## src/rtl/ciphercore_pkg.sv

```systemverilog
// Shared constants and types for the CipherCore receive path.
package ciphercore_pkg;

    localparam logic [7:0] SOF_DEFAULT = 8'hA5;

    localparam int unsigned ERR_W = 3;
    localparam logic [ERR_W-1:0] ERR_NONE    = 3'd0;
    localparam logic [ERR_W-1:0] ERR_CHK     = 3'd1;
    localparam logic [ERR_W-1:0] ERR_LEN     = 3'd2;
    localparam logic [ERR_W-1:0] ERR_LINE    = 3'd3;
    localparam logic [ERR_W-1:0] ERR_TIMEOUT = 3'd4;

    typedef enum logic [2:0] {
        ST_IDLE,
        ST_LEN,
        ST_PAYLOAD,
        ST_CHK,
        ST_HOLD
    } state_t;

endpackage

```

## src/rtl/uart_frame_if.sv

```systemverilog
// Byte input, frame handshake and status signals of the frame assembler.
interface uart_frame_if
    import ciphercore_pkg::*;
#(
    parameter int unsigned MAX_LEN = 16
);
    localparam int unsigned LW = $clog2(MAX_LEN + 1);

    logic [7:0]           rx_data;
    logic                 rx_done;
    logic                 rx_valid;
    logic [MAX_LEN*8-1:0] frame_data;
    logic [LW-1:0]        frame_len;
    logic                 frame_valid;
    logic                 frame_ready;
    logic                 err_pulse;
    logic [ERR_W-1:0]     err_code;
    logic                 overrun;

    modport master (
        input  rx_data, rx_done, rx_valid, frame_ready,
        output frame_data, frame_len, frame_valid, err_pulse, err_code, overrun
    );

    modport slave (
        output rx_data, rx_done, rx_valid, frame_ready,
        input  frame_data, frame_len, frame_valid, err_pulse, err_code, overrun
    );

endinterface

```

## src/rtl/uart_frame_assembler_timer.sv

```systemverilog
// Inactivity timer: flags expiry after TIMEOUT_CYCLES-1 idle cycles since the last kick.
module inactivity_timer #(
    parameter int unsigned TIMEOUT_CYCLES = 100_000
) (
    input  logic clk,
    input  logic rst_n,
    input  logic enable,
    input  logic kick,
    output logic expired
);
    localparam int unsigned CW = $clog2(TIMEOUT_CYCLES);
    // cnt reads 0 in the first idle cycle after a kick, so expiry lands on idle cycle TIMEOUT_CYCLES-1
    localparam logic [CW-1:0] LAST = CW'(TIMEOUT_CYCLES - 2);

    logic [CW-1:0] cnt;

    always_ff @(posedge clk) begin
        if (!rst_n || !enable || kick) begin
            cnt <= '0;
        end else if (cnt != LAST) begin
            cnt <= cnt + CW'(1);
        end
    end

    // A kick in the expiry cycle wins over the timeout
    assign expired = enable & ~kick & (cnt == LAST);

endmodule

```

## src/rtl/uart_frame_assembler.sv

```systemverilog
// Parses SOF/LEN/payload/CHK byte frames and presents each good frame as one wide word.
module uart_frame_assembler
    import ciphercore_pkg::*;
#(
    parameter int unsigned MAX_LEN        = 16,
    parameter int unsigned TIMEOUT_CYCLES = 100_000,
    parameter logic [7:0]  SOF_BYTE       = SOF_DEFAULT
) (
    input logic         clk,
    input logic         rst_n,
    uart_frame_if.master bus
);
    localparam int unsigned LW = $clog2(MAX_LEN + 1);
    localparam int unsigned IW = (MAX_LEN > 1) ? $clog2(MAX_LEN) : 1;

    state_t                   state;
    logic [MAX_LEN-1:0][7:0]  buf_q;
    logic [LW-1:0]            len;
    logic [LW-1:0]            idx;
    logic [7:0]               chk;
    logic                     frame_valid;
    logic                     err_pulse;
    logic [ERR_W-1:0]         err_code;
    logic                     overrun;

    logic                     good_c;
    logic                     line_err_c;
    logic                     in_frame_c;
    logic                     expired_c;
    logic                     err_c;
    logic [ERR_W-1:0]         err_code_c;

    assign good_c     = bus.rx_done & bus.rx_valid;
    assign line_err_c = bus.rx_done & ~bus.rx_valid;
    assign in_frame_c = (state == ST_LEN) || (state == ST_PAYLOAD) || (state == ST_CHK);

    inactivity_timer #(
        .TIMEOUT_CYCLES(TIMEOUT_CYCLES)
    ) u_timer (
        .clk    (clk),
        .rst_n  (rst_n),
        .enable (in_frame_c),
        .kick   (bus.rx_done),
        .expired(expired_c)
    );

    // Error classification; a byte event always takes priority over expiry
    always_comb begin
        err_code_c = ERR_NONE;
        if (in_frame_c) begin
            if (line_err_c) begin
                err_code_c = ERR_LINE;
            end else if (good_c) begin
                if ((state == ST_LEN) && ((bus.rx_data == 8'd0) || (32'(bus.rx_data) > MAX_LEN))) begin
                    err_code_c = ERR_LEN;
                end else if ((state == ST_CHK) && (bus.rx_data != chk)) begin
                    err_code_c = ERR_CHK;
                end
            end else if (expired_c) begin
                err_code_c = ERR_TIMEOUT;
            end
        end
        err_c = (err_code_c != ERR_NONE);
    end

    always_ff @(posedge clk) begin
        if (!rst_n) begin
            state       <= ST_IDLE;
            buf_q       <= '0;
            len         <= '0;
            idx         <= '0;
            chk         <= '0;
            frame_valid <= 1'b0;
            err_pulse   <= 1'b0;
            err_code    <= ERR_NONE;
            overrun     <= 1'b0;
        end else begin
            err_pulse <= 1'b0;
            overrun   <= 1'b0;
            if (err_c) begin
                err_pulse <= 1'b1;
                err_code  <= err_code_c;
                state     <= ST_IDLE;
            end else begin
                case (state)
                    ST_IDLE: begin
                        // Clearing the buffer keeps bytes beyond len reading as zero
                        if (good_c && (bus.rx_data == SOF_BYTE)) begin
                            buf_q <= '0;
                            idx   <= '0;
                            chk   <= '0;
                            state <= ST_LEN;
                        end
                    end
                    ST_LEN: begin
                        if (good_c) begin
                            len   <= LW'(bus.rx_data);
                            chk   <= bus.rx_data;
                            state <= ST_PAYLOAD;
                        end
                    end
                    ST_PAYLOAD: begin
                        if (good_c) begin
                            buf_q[idx[IW-1:0]] <= bus.rx_data;
                            chk                <= chk ^ bus.rx_data;
                            idx                <= idx + LW'(1);
                            if (idx == (len - LW'(1))) begin
                                state <= ST_CHK;
                            end
                        end
                    end
                    ST_CHK: begin
                        if (good_c) begin
                            frame_valid <= 1'b1;
                            state       <= ST_HOLD;
                        end
                    end
                    ST_HOLD: begin
                        if (bus.rx_done) begin
                            overrun <= 1'b1;
                        end
                        if (bus.frame_ready) begin
                            frame_valid <= 1'b0;
                            state       <= ST_IDLE;
                        end
                    end
                    default: state <= ST_IDLE;
                endcase
            end
        end
    end

    assign bus.frame_data  = buf_q;
    assign bus.frame_len   = len;
    assign bus.frame_valid = frame_valid;
    assign bus.err_pulse   = err_pulse;
    assign bus.err_code    = err_code;
    assign bus.overrun     = overrun;

endmodule
```

## src/flat_wrapper.sv

```systemverilog
// flat-port wrapper written by rule: the top's interface ports become plain ports
module uart_frame_assembler_flat import ciphercore_pkg::*;
#(
    parameter int unsigned MAX_LEN        = 16,
    parameter int unsigned TIMEOUT_CYCLES = 100_000,
    parameter logic [7:0]  SOF_BYTE       = SOF_DEFAULT
)
  (clk, rst_n, bus_rx_data, bus_rx_done, bus_rx_valid, bus_frame_ready, bus_frame_data, bus_frame_len, bus_frame_valid, bus_err_pulse, bus_err_code, bus_overrun);
  uart_frame_if #(.MAX_LEN(MAX_LEN)) bus_i ();
  input logic clk;
  input logic rst_n;
  input wire logic [$bits(bus_i.rx_data)-1:0] bus_rx_data;
  input wire logic [$bits(bus_i.rx_done)-1:0] bus_rx_done;
  input wire logic [$bits(bus_i.rx_valid)-1:0] bus_rx_valid;
  input wire logic [$bits(bus_i.frame_ready)-1:0] bus_frame_ready;
  output wire logic [$bits(bus_i.frame_data)-1:0] bus_frame_data;
  output wire logic [$bits(bus_i.frame_len)-1:0] bus_frame_len;
  output wire logic [$bits(bus_i.frame_valid)-1:0] bus_frame_valid;
  output wire logic [$bits(bus_i.err_pulse)-1:0] bus_err_pulse;
  output wire logic [$bits(bus_i.err_code)-1:0] bus_err_code;
  output wire logic [$bits(bus_i.overrun)-1:0] bus_overrun;
  assign bus_i.rx_data = bus_rx_data;
  assign bus_i.rx_done = bus_rx_done;
  assign bus_i.rx_valid = bus_rx_valid;
  assign bus_i.frame_ready = bus_frame_ready;
  assign bus_frame_data = bus_i.frame_data;
  assign bus_frame_len = bus_i.frame_len;
  assign bus_frame_valid = bus_i.frame_valid;
  assign bus_err_pulse = bus_i.err_pulse;
  assign bus_err_code = bus_i.err_code;
  assign bus_overrun = bus_i.overrun;
  uart_frame_assembler #(.MAX_LEN(MAX_LEN), .TIMEOUT_CYCLES(TIMEOUT_CYCLES), .SOF_BYTE(SOF_BYTE)) u_core (.clk(clk), .rst_n(rst_n), .bus(bus_i));
endmodule
```

## config.mk

```make
export PLATFORM = sky130hd
export DESIGN_NAME = uart_frame_assembler_flat
export DESIGN_NICKNAME = d
export VERILOG_FILES = /design/src/rtl/ciphercore_pkg.sv /design/src/rtl/uart_frame_if.sv /design/src/rtl/uart_frame_assembler_timer.sv /design/src/rtl/uart_frame_assembler.sv /design/src/flat_wrapper.sv
export SDC_FILE = /design/constraint.sdc
export NUM_CORES = 1
export LEC_CHECK = 0
export ABC_AREA = 0
export CORE_MARGIN = 1
export CORE_UTILIZATION = 45
export CTS_CLUSTER_SIZE = 14
export DETAILED_ROUTE_END_ITERATION = 6
export PLACE_DENSITY = 0.74
export SYNTH_ARGS = -nofsm -noshare
export SYNTH_HDL_FRONTEND = slang
export SYNTH_HIERARCHICAL = 1
export SYNTH_SLANG_ARGS = --single-unit
```

## constraint.sdc

```tcl
create_clock -name clk -period 2.7 [get_ports clk]
set_input_delay 0.405 -clock clk [delete_from_list [all_inputs] [get_ports clk]]
set_output_delay 0.405 -clock clk [all_outputs]
set_load 0.02 [all_outputs]
```

After elaboration in Yosys (flattened, before gate mapping)
Index checks and enable logic that the tools add are counted.
{"block": "totals", "out_inout_bits": 139, "input_bits": 13, "elab_cells": 111, "register_bits": 172}
{"block": "classes", "mux": 31, "bitwise": 10, "n_eq_ne": 15, "n_lt_le_gt_ge": 3, "n_reduce_logical": 24, "add_sub_neg": 3}
{"cell": "$mux 128", "n": 2}
{"cell": "$pmux 128 s2", "n": 1}
{"cell": "$bwmux 128", "n": 1}
{"cell": "$mux 3", "n": 11}
{"cell": "$demux 8 s4", "n": 1}
{"cell": "$mux 8", "n": 4}
{"cell": "$pmux 8 s3", "n": 1}
{"cell": "$add 17x1->17 const B", "n": 1}
{"cell": "$eq 17x17->1 const B", "n": 1}
{"cell": "$ne 17x17->1 const B", "n": 1}
{"cell": "$pmux 3 s5", "n": 1}
{"cell": "$mux 5", "n": 2}
{"cell": "$pmux 5 s2", "n": 1}
{"cell": "$eq 8x8->1 const B", "n": 1}
{"cell": "$gt 8x5->1 const B", "n": 1}
{"cell": "$logic_not 8->1", "n": 1}
{"cell": "$ne 2x1->1 const B", "n": 4}
{"cell": "$ne 8x8->1", "n": 1}
{"cell": "$reduce_and 4->1", "n": 2}
{"cell": "$xor 8x8->8", "n": 1}
{"cell": "$eq 3x2->1 const B", "n": 2}
{"cell": "$reduce_and 6->1", "n": 1}
{"cell": "$reduce_bool 3->1", "n": 2}
{"cell": "$add 5x1->5 const B", "n": 1}
{"cell": "20 further kinds", "n": 41}

Longest topological paths before layout
Gate-level depths: netlist (run 1).
{"block": "depth", "ltp_word": 12, "ltp_mapped": 10, "depth_no_buf": 10}

Cells and area by module
Netlist (run 1), hierarchy kept.
{"mod": "uart_frame_assembler", "cells_per_inst": 544, "area_per_inst_um2": 5820.6, "n_inst": 1, "seq_area_each_um2": 3103.0}
{"mod": "inactivity_timer", "cells_per_inst": 93, "area_per_inst_um2": 850.8, "n_inst": 1, "seq_area_each_um2": 340.3}

Worst setup path before layout (run 1)
OpenSTA, ideal clock, no wires.
{"block": "synth_timing", "kind": "register -> register", "from": "reg u_core.u_timer.cnt[5]", "to": "reg u_core.state[0]", "path_stages_with_launch": 9, "t_required_ns": 2.577, "period_less_slack_ns": 2.048, "setup_time_ns": 0.123, "setup_slack_ns": 0.652, "path_buffers": 0, "t_arrival_ns": 1.926, "cell_sequence": "dfxtp_1 -> or4b_4 -> nor4_4 -> nand2_2 -> nor3b_2 -> nor2b_1 -> nand2_1 -> nand2_1 -> nor4_1"}
{"block": "synth_between", "elab_chain_cells": 8}
{"element": "start: declaration", "line_no": "uart_frame_assembler_timer.sv:15", "source": "logic [CW-1:0] cnt;"}
{"element": "start signal: assignment", "line_no": "uart_frame_assembler_timer.sv:21", "source": "cnt <= cnt + CW'(1);"}
{"element": "$eq 17x17->1", "line_no": "uart_frame_assembler_timer.sv:26", "source": "assign expired = enable & ~kick & (cnt == LAST);"}
{"element": "$and 1x1->1", "line_no": "uart_frame_assembler_timer.sv:26"}
{"element": "via u_core.expired_c", "line_no": "uart_frame_assembler.sv:29", "source": "logic expired_c;"}
{"element": "$mux 3", "line_no": "uart_frame_assembler.sv:59", "source": "end else if (expired_c) begin"}
{"element": "$mux 3", "line_no": "uart_frame_assembler.sv:53", "source": "end else if (good_c) begin"}
{"element": "$mux 3", "line_no": "uart_frame_assembler.sv:51", "source": "if (line_err_c) begin"}
{"element": "$mux 3", "line_no": "uart_frame_assembler.sv:50", "source": "if (in_frame_c) begin"}
{"element": "$reduce_bool 3->1", "line_no": "uart_frame_assembler.sv:63", "source": "err_c = (err_code_c != ERR_NONE);"}
{"element": "$reduce_or 2->1 (no line)"}
{"element": "end signal: assignment", "line_no": "uart_frame_assembler.sv:68", "source": "state <= ST_IDLE;"}
{"element": "end signal: assignment", "line_no": "uart_frame_assembler.sv:83", "source": "state <= ST_IDLE;"}
{"element": "end signal: assignment", "line_no": "uart_frame_assembler.sv:92", "source": "state <= ST_LEN;"}
{"element": "end: declaration", "line_no": "uart_frame_assembler.sv:16", "source": "state_t state;"}
The timed path passes the listed nets, and every way through them passes these cells.
A chain may end at the register's enable or synchronous reset.

Final worst setup path (run 1)
{"block": "layout_timing", "from": "in bus_rx_data[1]", "to": "reg u_core.buf_q (netlist bit u_core/bus.frame_data[54])"}
{"block": "layout_between", "elab_chain_cells": 10, "elab_cells_between_ends": 17, "classes_between": "1 x order compare; 3 x eq/ne; 5 x mux; 1 x bitwise; 7 x reduce/logical"}
{"element": "start: declaration", "line_no": "flat_wrapper.sv:12", "source": "input wire logic [$bits(bus_i.rx_data)-1:0] bus_rx_data;"}
{"element": "$gt 8x5->1 (tied with other cells)", "line_no": "uart_frame_assembler.sv:54", "source": "if ((state == ST_LEN) && ((bus.rx_data == 8'd0) || (32'(bus.rx_data) > MAX_LEN))) begin"}
{"element": "$logic_or 1x1->1 / $logic_and 1x1->1 (equally long branches)", "line_no": "uart_frame_assembler.sv:54, uart_frame_assembler.sv:56"}
{"element": "$logic_and 1x1->1 / $mux 1 (equally long branches)", "line_no": "uart_frame_assembler.sv:54, uart_frame_assembler.sv:56"}
{"element": "$mux 3", "line_no": "uart_frame_assembler.sv:54"}
{"element": "$mux 3", "line_no": "uart_frame_assembler.sv:53"}
{"element": "$mux 3", "line_no": "uart_frame_assembler.sv:51"}
{"element": "$mux 3", "line_no": "uart_frame_assembler.sv:50"}
{"element": "$reduce_bool 3->1", "line_no": "uart_frame_assembler.sv:63"}
{"element": "$not 1->1 (no line)"}
{"element": "$reduce_and 4->1 (no line) (*)"}
{"element": "end signal: indexed assignment", "line_no": "uart_frame_assembler.sv:104", "source": "buf_q[idx[IW-1:0]] <= bus.rx_data;"}
{"element": "end: declaration", "line_no": "uart_frame_assembler.sv:17", "source": "logic [MAX_LEN-1:0][7:0] buf_q;"}
Every way passes the cells marked *; elsewhere a longest branch is shown, timed or not.

==> metrics.cfg, run 1 <==
[logic_synthesis]
synth_seq_area_share = 0.5161
yosysWarnings = 6
synthTopCellsByArea = dfxtp_1 (52%), o2bb2ai_1 (16%), clkbuf_1 (2.1%)
synth_enable_flop_cells = 0
synthArstFlopShare = 0
synth_area_sq_mm = 0.006671
yosys.cell_types.count = 60
synth_top_area_cell = dfxtp_1
synth_seq_cells = 172
synth_nets = 657
synthCells = 637
synth_top_area_share = 0.5161
synth-main-ff-cell = dfxtp_1
avgSynthCellArea_sq_um = 10.47

[drt]
vias = 5737
first_pass_iters = 5
wl_microns = 19500
avgRoutedWirePerCell_microns = 19.89
antenna_left = 0
drcViolationCount = 0
viasPerCell = 5.854
drt_iter0_drc = 375

[setup_path]
cp.arrival_ns = 2.78
slowest_delay_ns = 0.78
cp_cell_sequence = clkdlybuf4s50_1, nor2_1, and3_1, o21ai_2, o21a_1, o2bb2ai_1
cp-end-kind = register
critPathRequiredTime_ns = 3.05
regToRegStartpoint = u_core/u_timer/cnt[5]
path_max_fanout = 20
startpoint_type = primary input
rrSetupSlack_ns = 0.39
cp_slowest_cell = o21ai_2
criticalPathCategory = primary input to register
cp-startpoint = bus_rx_data[1]

[global_route]
grt_usage = 0.2622
grt_pass1_vias = 5668
grt_max_degree = 36
grt_pass1_wl_microns = 30390
grt-ovfl-total = 0
antenna_found_initial = 0

[cells_and_area]
final_layout_size_suffix_gt1_frac = 0.09673
num-nets-final = 803
nFillCells = 1165
antenna_cells = 0
area_growth_pct = 34.38
fin_util = 0.6192

[timing]
slew_headroom = 0.3197
setup_viol = 0
fmax_ghz = 0.4107
finalWorstSetupSlack_ns = 0.2654
rsz0062_at_grt = false
slew_viol_final = 0
finalCritPeriodShare = 0.9017
fin_skew_ns = 0.007989
hold_ws_ns = 0.4623
final.setup.tns_ns = 0
hold_viol = 0
min_period_ns = 2.435
tightest_slew_ns = 1.020

[floorplan]
core_sq_mm = 0.01448
io_pins = 152
start_util = 0.4608
die_h_microns = 123.8
die_w_microns = 123.8
num_rows = 44
dieArea_sq_mm = 0.01532

[outcome]
status = finished clean

[clock_network]
cts_setup_buffers = 0
postCtsResizedCells = 0
clock_insertion_delay_worst_skew_ns = 0.42
cts-htree-levels = 4
clkSinkCount = 172
cts-root-buf = clkbuf_16
clk_pin_slew_ns = 0.07
hold_buffers = 0
cts_tree = done
cts_inserted_buffers = 17
clockBufferDepth = 2

[placement]
dpl.hpwl_microns = 13170
gp_congestion = 0.8048
place_ws_ns = -0.1429
portBuffers = 151

[power]
peakVddDrop_uv = 412.4
leakage_nw = 3.025
p_per_area_mw_per_mm2 = 554.7

[run]
max-cap-violations = 0

[worst_hold_path]
hp-class = register to register
hold_start = u_core/bus.frame_data[114]

==> flip-flops by register name (all words and copies together) (netlist names) <==
register                count
u_core/bus.err_pulse        1
u_core/bus.overrun          1
u_core/bus.frame_valid      1
u_core/idx                  5
u_core/bus.frame_data     128
u_core/chk                  8
u_core/u_timer/cnt         17
u_core/bus.frame_len        5
u_core/bus.err_code         3
u_core/state                3
==> layer usage <==
metal | part of all wire | up-vias | wire (microns) | global-route usage
met4 | 0.019 | 0 | 367 | 0.07982
met3 | 0.084 | 30 | 1645 | 0.1030
met2 | 0.46 | 204 | 9016 | 0.4149
met1 | 0.43 | 2798 | 8466 | 0.3271
li1 | - | 2705 | - | -
met5 | 0 | - | 0 | 0
==> path summary, 6_finish.rpt <==
path | endpoint | cells after the start
setup / recovery | u_core/bus.frame_data[54] | 6
hold / removal | u_core/bus.frame_data[114] | 1
hold reg to reg | u_core/bus.frame_data[114] | 1
setup reg to reg | u_core/state[2] | 8
==> cells in the mapped netlist (all sizes together), types with 3 or more instances <==
| library cell | count |
|---|---|
| dfxtp | 172 |
| o2bb2ai | 123 |
| nand3 | 28 |
| inv | 9 |
| mux2i | 9 |
| a31oi | 5 |
| ha | 7 |
| nor2b | 3 |
| a32o | 8 |
| or3 | 4 |
| and3 | 13 |
| nor4 | 6 |
| nand2 | 28 |
| clkbuf | 39 |
| nor3b | 3 |
| nand2b | 3 |
| nor3 | 6 |
| xnor2 | 13 |
| a2bb2o | 5 |
| xor2 | 8 |
| nor2 | 26 |
| o21a | 17 |
| buf | 11 |
| a311oi | 4 |
| nand4 | 9 |
| a21oi | 26 |
| o21ai | 26 |
==> worst max-delay path: cells and delay by family <==
family / cells / cell delay [ns]
AOI/OAI and AO/OA: 3 / 1.38
buffers and inverters: 1 / 0.66
and+or+nand+nor: 2 / 0.32
==> per-stage QoR <==
stage,std cells,total power [mW],instance area [sq um]
floorplan,637,2.665,6671
global placement,948,2.713,8406
detailed placement,948,2.716,8406
CTS,980,4.993,8965
global route,980,5.125,8965
finish,980,4.973,8965
==> where the power goes <==
group	leakage, nW	switching (mW)	internal [mW]
clock	0.268	1.06	1.25
combinational	1.37	0.0801	0.0437
sequential	1.38	0.000100	2.54
==> layout by cell type, fill, tap and decap left out, types with 9 or more instances in the layout <==
| cell | n |
|---|---|
| inv_1 | 9 |
| dfxtp_1 | 172 |
| buf_4 | 26 |
| nand2_1 | 27 |
| xnor2_1 | 13 |
| a21oi_1 | 26 |
| nor2_1 | 26 |
| clkbuf_16 | 17 |
| and3_1 | 13 |
| clkdlybuf4s50_1 | 150 |
| nand3_1 | 28 |
| o2bb2ai_1 | 123 |
| o21ai_0 | 22 |
| o21a_1 | 17 |
==> layout make-up <==
| class | count | area (sq um) | area share |
|---|---|---|---|
| multi-input cells | 406 | 2997 | 0.3343 |
| inverters | 9 | 33.78 | 0.003768 |
| flip-flops and latches | 172 | 3443 | 0.3841 |
| clock buffers | 20 | 456.7 | 0.05094 |
| well taps | 184 | 230.2 | 0.02568 |
| repair buffers | 177 | 1702 | 0.1898 |
| clock inverters | 12 | 102.6 | 0.01144 |
==> kinds of logic after synthesis <==
kind of cell,count (synthesis),share of synthesized area
multiplexers,9,0.01407
AO/OA/AOI/OAI,225,0.2699
flip-flops,172,0.5161
AND/OR/NAND/NOR,144,0.1240
XOR/XNOR,21,0.02757
adder cells (fa/ha/maj),7,0.01313
buffers and inverters,59,0.03526
Note: power is estimated with default switching activity, not from simulation.
==> run 2, diff against run 1 <==
==> constraint.sdc (replaced) <==
create_clock -name clk -period 2.9 [get_ports clk]
set_input_delay 0.435 -clock clk [delete_from_list [all_inputs] [get_ports clk]]
set_output_delay 0.435 -clock clk [all_outputs]
set_load 0.02 [all_outputs]
==> run 2 against run 1 <==
Compared with the run above:
- utilization down 0.18 points
- sequential cell count unchanged
- design area down 0.29%
- clock power down 3%
- sequential share of layout area up 0.11 points
- sequential power down 7%
- critical endpoint is now u_core/bus.frame_data[75]
- largest cell class unchanged
- highest routed layer unchanged
==> metrics.cfg, run 2 (same netlist as run 1, synthesis figures left out) <==
[outcome]
status = finished clean

[timing]
min_period_ns = 2.551
slew_viol_final = 0
slew_headroom = 0.3206
final.setup.tns_ns = 0
hold_ws_ns = 0.4611
rsz0062_at_grt = false
finalCritPeriodShare = 0.8798
hold_viol = 0
fin_skew_ns = 0.007618
tightest_slew_ns = 1.019
finalWorstSetupSlack_ns = 0.3486
fmax_ghz = 0.3919
setup_viol = 0

[global_route]
grt_pass1_vias = 5623
antenna_found_initial = 0
grt_usage = 0.2573
grt-ovfl-total = 0
grt_max_degree = 33
grt_pass1_wl_microns = 29830

[power]
leakage_nw = 3.012
p_int_mw = 3.641
pwr-share-comb = 0.024
pwr-share-clk = 0.477
p_per_area_mw_per_mm2 = 528.7
power.switching_mw = 1.084
p_seq_frac = 0.500
p_sw_frac = 0.2294
peakVddDrop_uv = 402.6

[drt]
drt_iter0_drc = 304
wl_microns = 19250
vias = 5692
first_pass_iters = 4
viasPerCell = 5.856
avgRoutedWirePerCell_microns = 19.80
drcViolationCount = 0
antenna_left = 0

[floorplan]
die_h_microns = 123.8
start_util = 0.4608
dieArea_sq_mm = 0.01532
die_w_microns = 123.8
core_sq_mm = 0.01448
num_rows = 44
io_pins = 152

[clock_network]
postCtsResizedCells = 0
clock_insertion_delay_worst_skew_ns = 0.42
clkSinkCount = 172
clk_pin_slew_ns = 0.07
cts_inserted_buffers = 17
cts-htree-levels = 4
cts-root-buf = clkbuf_16
hold_buffers = 0
clockBufferDepth = 2
cts_setup_buffers = 0
cts_tree = done

[cells_and_area]
nFillCells = 1183
final_layout_size_suffix_gt1_frac = 0.08883
num-nets-final = 795
fin_cells = 972
antenna_cells = 0
area_growth_pct = 33.98
layout_common_cells = dfxtp_1 (172), clkdlybuf4s50_1 (150), o2bb2ai_1 (123), nand3_1 (28), nand2_1 (27)
final_common_cell = dfxtp_1
largest_reg_flops = 128

[setup_path]
cp-end-kind = register
path_max_fanout = 20
cp-startpoint = bus_rx_data[6]
cp.arrival_ns = 2.90
startpoint_type = primary input
regToRegStartpoint = u_core/u_timer/cnt[5]
criticalPathCategory = primary input to register
critPathRequiredTime_ns = 3.25

[run]
max-cap-violations = 0

[placement]
dpl.cell_count = 940
gp_congestion = 0.8290
dpl.hpwl_microns = 12650
portBuffers = 151
place_ws_ns = -0.01561

[worst_hold_path]
hold_start = rst_n
hp-class = primary input to register

[run 2: changes by cell type in the layout (fill, tap and decap cells not counted)]
cell	delta
buf_4	-8
bufinv_16	+1
inv_8	+1
clkbuf_8	-1
clkinv_8	+1
clkinvlp_4	-2
clkinv_4	+1
clkbuf_1	-1
[run 2: worst paths after layout]
path	to	slack (ns)	cells after the start
setup / recovery	u_core/bus.frame_data[75]	0.35	6
setup reg to reg	u_core/state[1]	0.60	8
hold / removal	u_core/bus.overrun	0.46	3
hold reg to reg	u_core/bus.frame_data[43]	0.46	1
[run 2: final cells by class]
| cell class | count | area [sq um] | share of cell area |
|---|---|---|---|
| clock buffer | 18 | 439.2 | 0.04913 |
| tap | 184 | 230.2 | 0.02576 |
| inverter | 9 | 33.78 | 0.003779 |
| sequential | 172 | 3443 | 0.3852 |
| multi-input combinational | 406 | 2997 | 0.3352 |
| clock inverter | 14 | 153.9 | 0.01722 |
| timing repair buffer | 169 | 1642 | 0.1837 |
[run 2: routing by layer]
| layer | routed length [microns] | track usage | up-vias |
|---|---|---|---|
| met2 | 9115 | 0.4083 | 190 |
| met4 | 280 | 0.08584 | 0 |
| li1 | - | - | 2697 |
| met3 | 1633 | 0.1012 | 22 |
| met5 | 0 | 0 | - |
| met1 | 8219 | 0.3170 | 2783 |
[run 2: power groups by stage]
stage | clock network, mW | registers (mW) | logic, mW
CTS | 2.28 | 2.36 | 0.110
global placement | 0 | 2.42 | 0.106
global route | 2.39 | 2.36 | 0.119
floorplan | 0 | 2.42 | 0.0665
detailed placement | 0 | 2.42 | 0.110
finish | 2.25 | 2.36 | 0.111
[run 2: critical path, cell delays in order]
cell             delay (ns)
clkdlybuf4s50_1        0.63
and4b_1                0.26
and3_1                 0.17
o21ai_2                0.78
o21a_1                 0.44
o2bb2ai_1              0.17
[run 2: per-stage QoR]
step / util / power [mW] / area [sq um]
after floorplan: - / 2.482 / 6671
after global placement: 0.5764 / 2.521 / 8346
after detailed placement: 0.5764 / 2.525 / 8346
after CTS: 0.6174 / 4.755 / 8939
after global routing: 0.6174 / 4.865 / 8939
final: 0.6174 / 4.725 / 8939
==> run 3, diff against run 2 <==
--- a/config.mk
+++ b/config.mk
@@ -6,9 +6,10 @@
 export NUM_CORES = 1
 export LEC_CHECK = 0
 export ABC_AREA = 0
+export CAP_MARGIN = 20
 export CORE_MARGIN = 1
 export CORE_UTILIZATION = 45
-export CTS_CLUSTER_SIZE = 14
+export CTS_CLUSTER_SIZE = 30
 export DETAILED_ROUTE_END_ITERATION = 6
 export PLACE_DENSITY = 0.74
 export SYNTH_ARGS = -nofsm -noshare
==> results of run 3 <==
Final layout, timing and power as in run 2 (identical DEF).
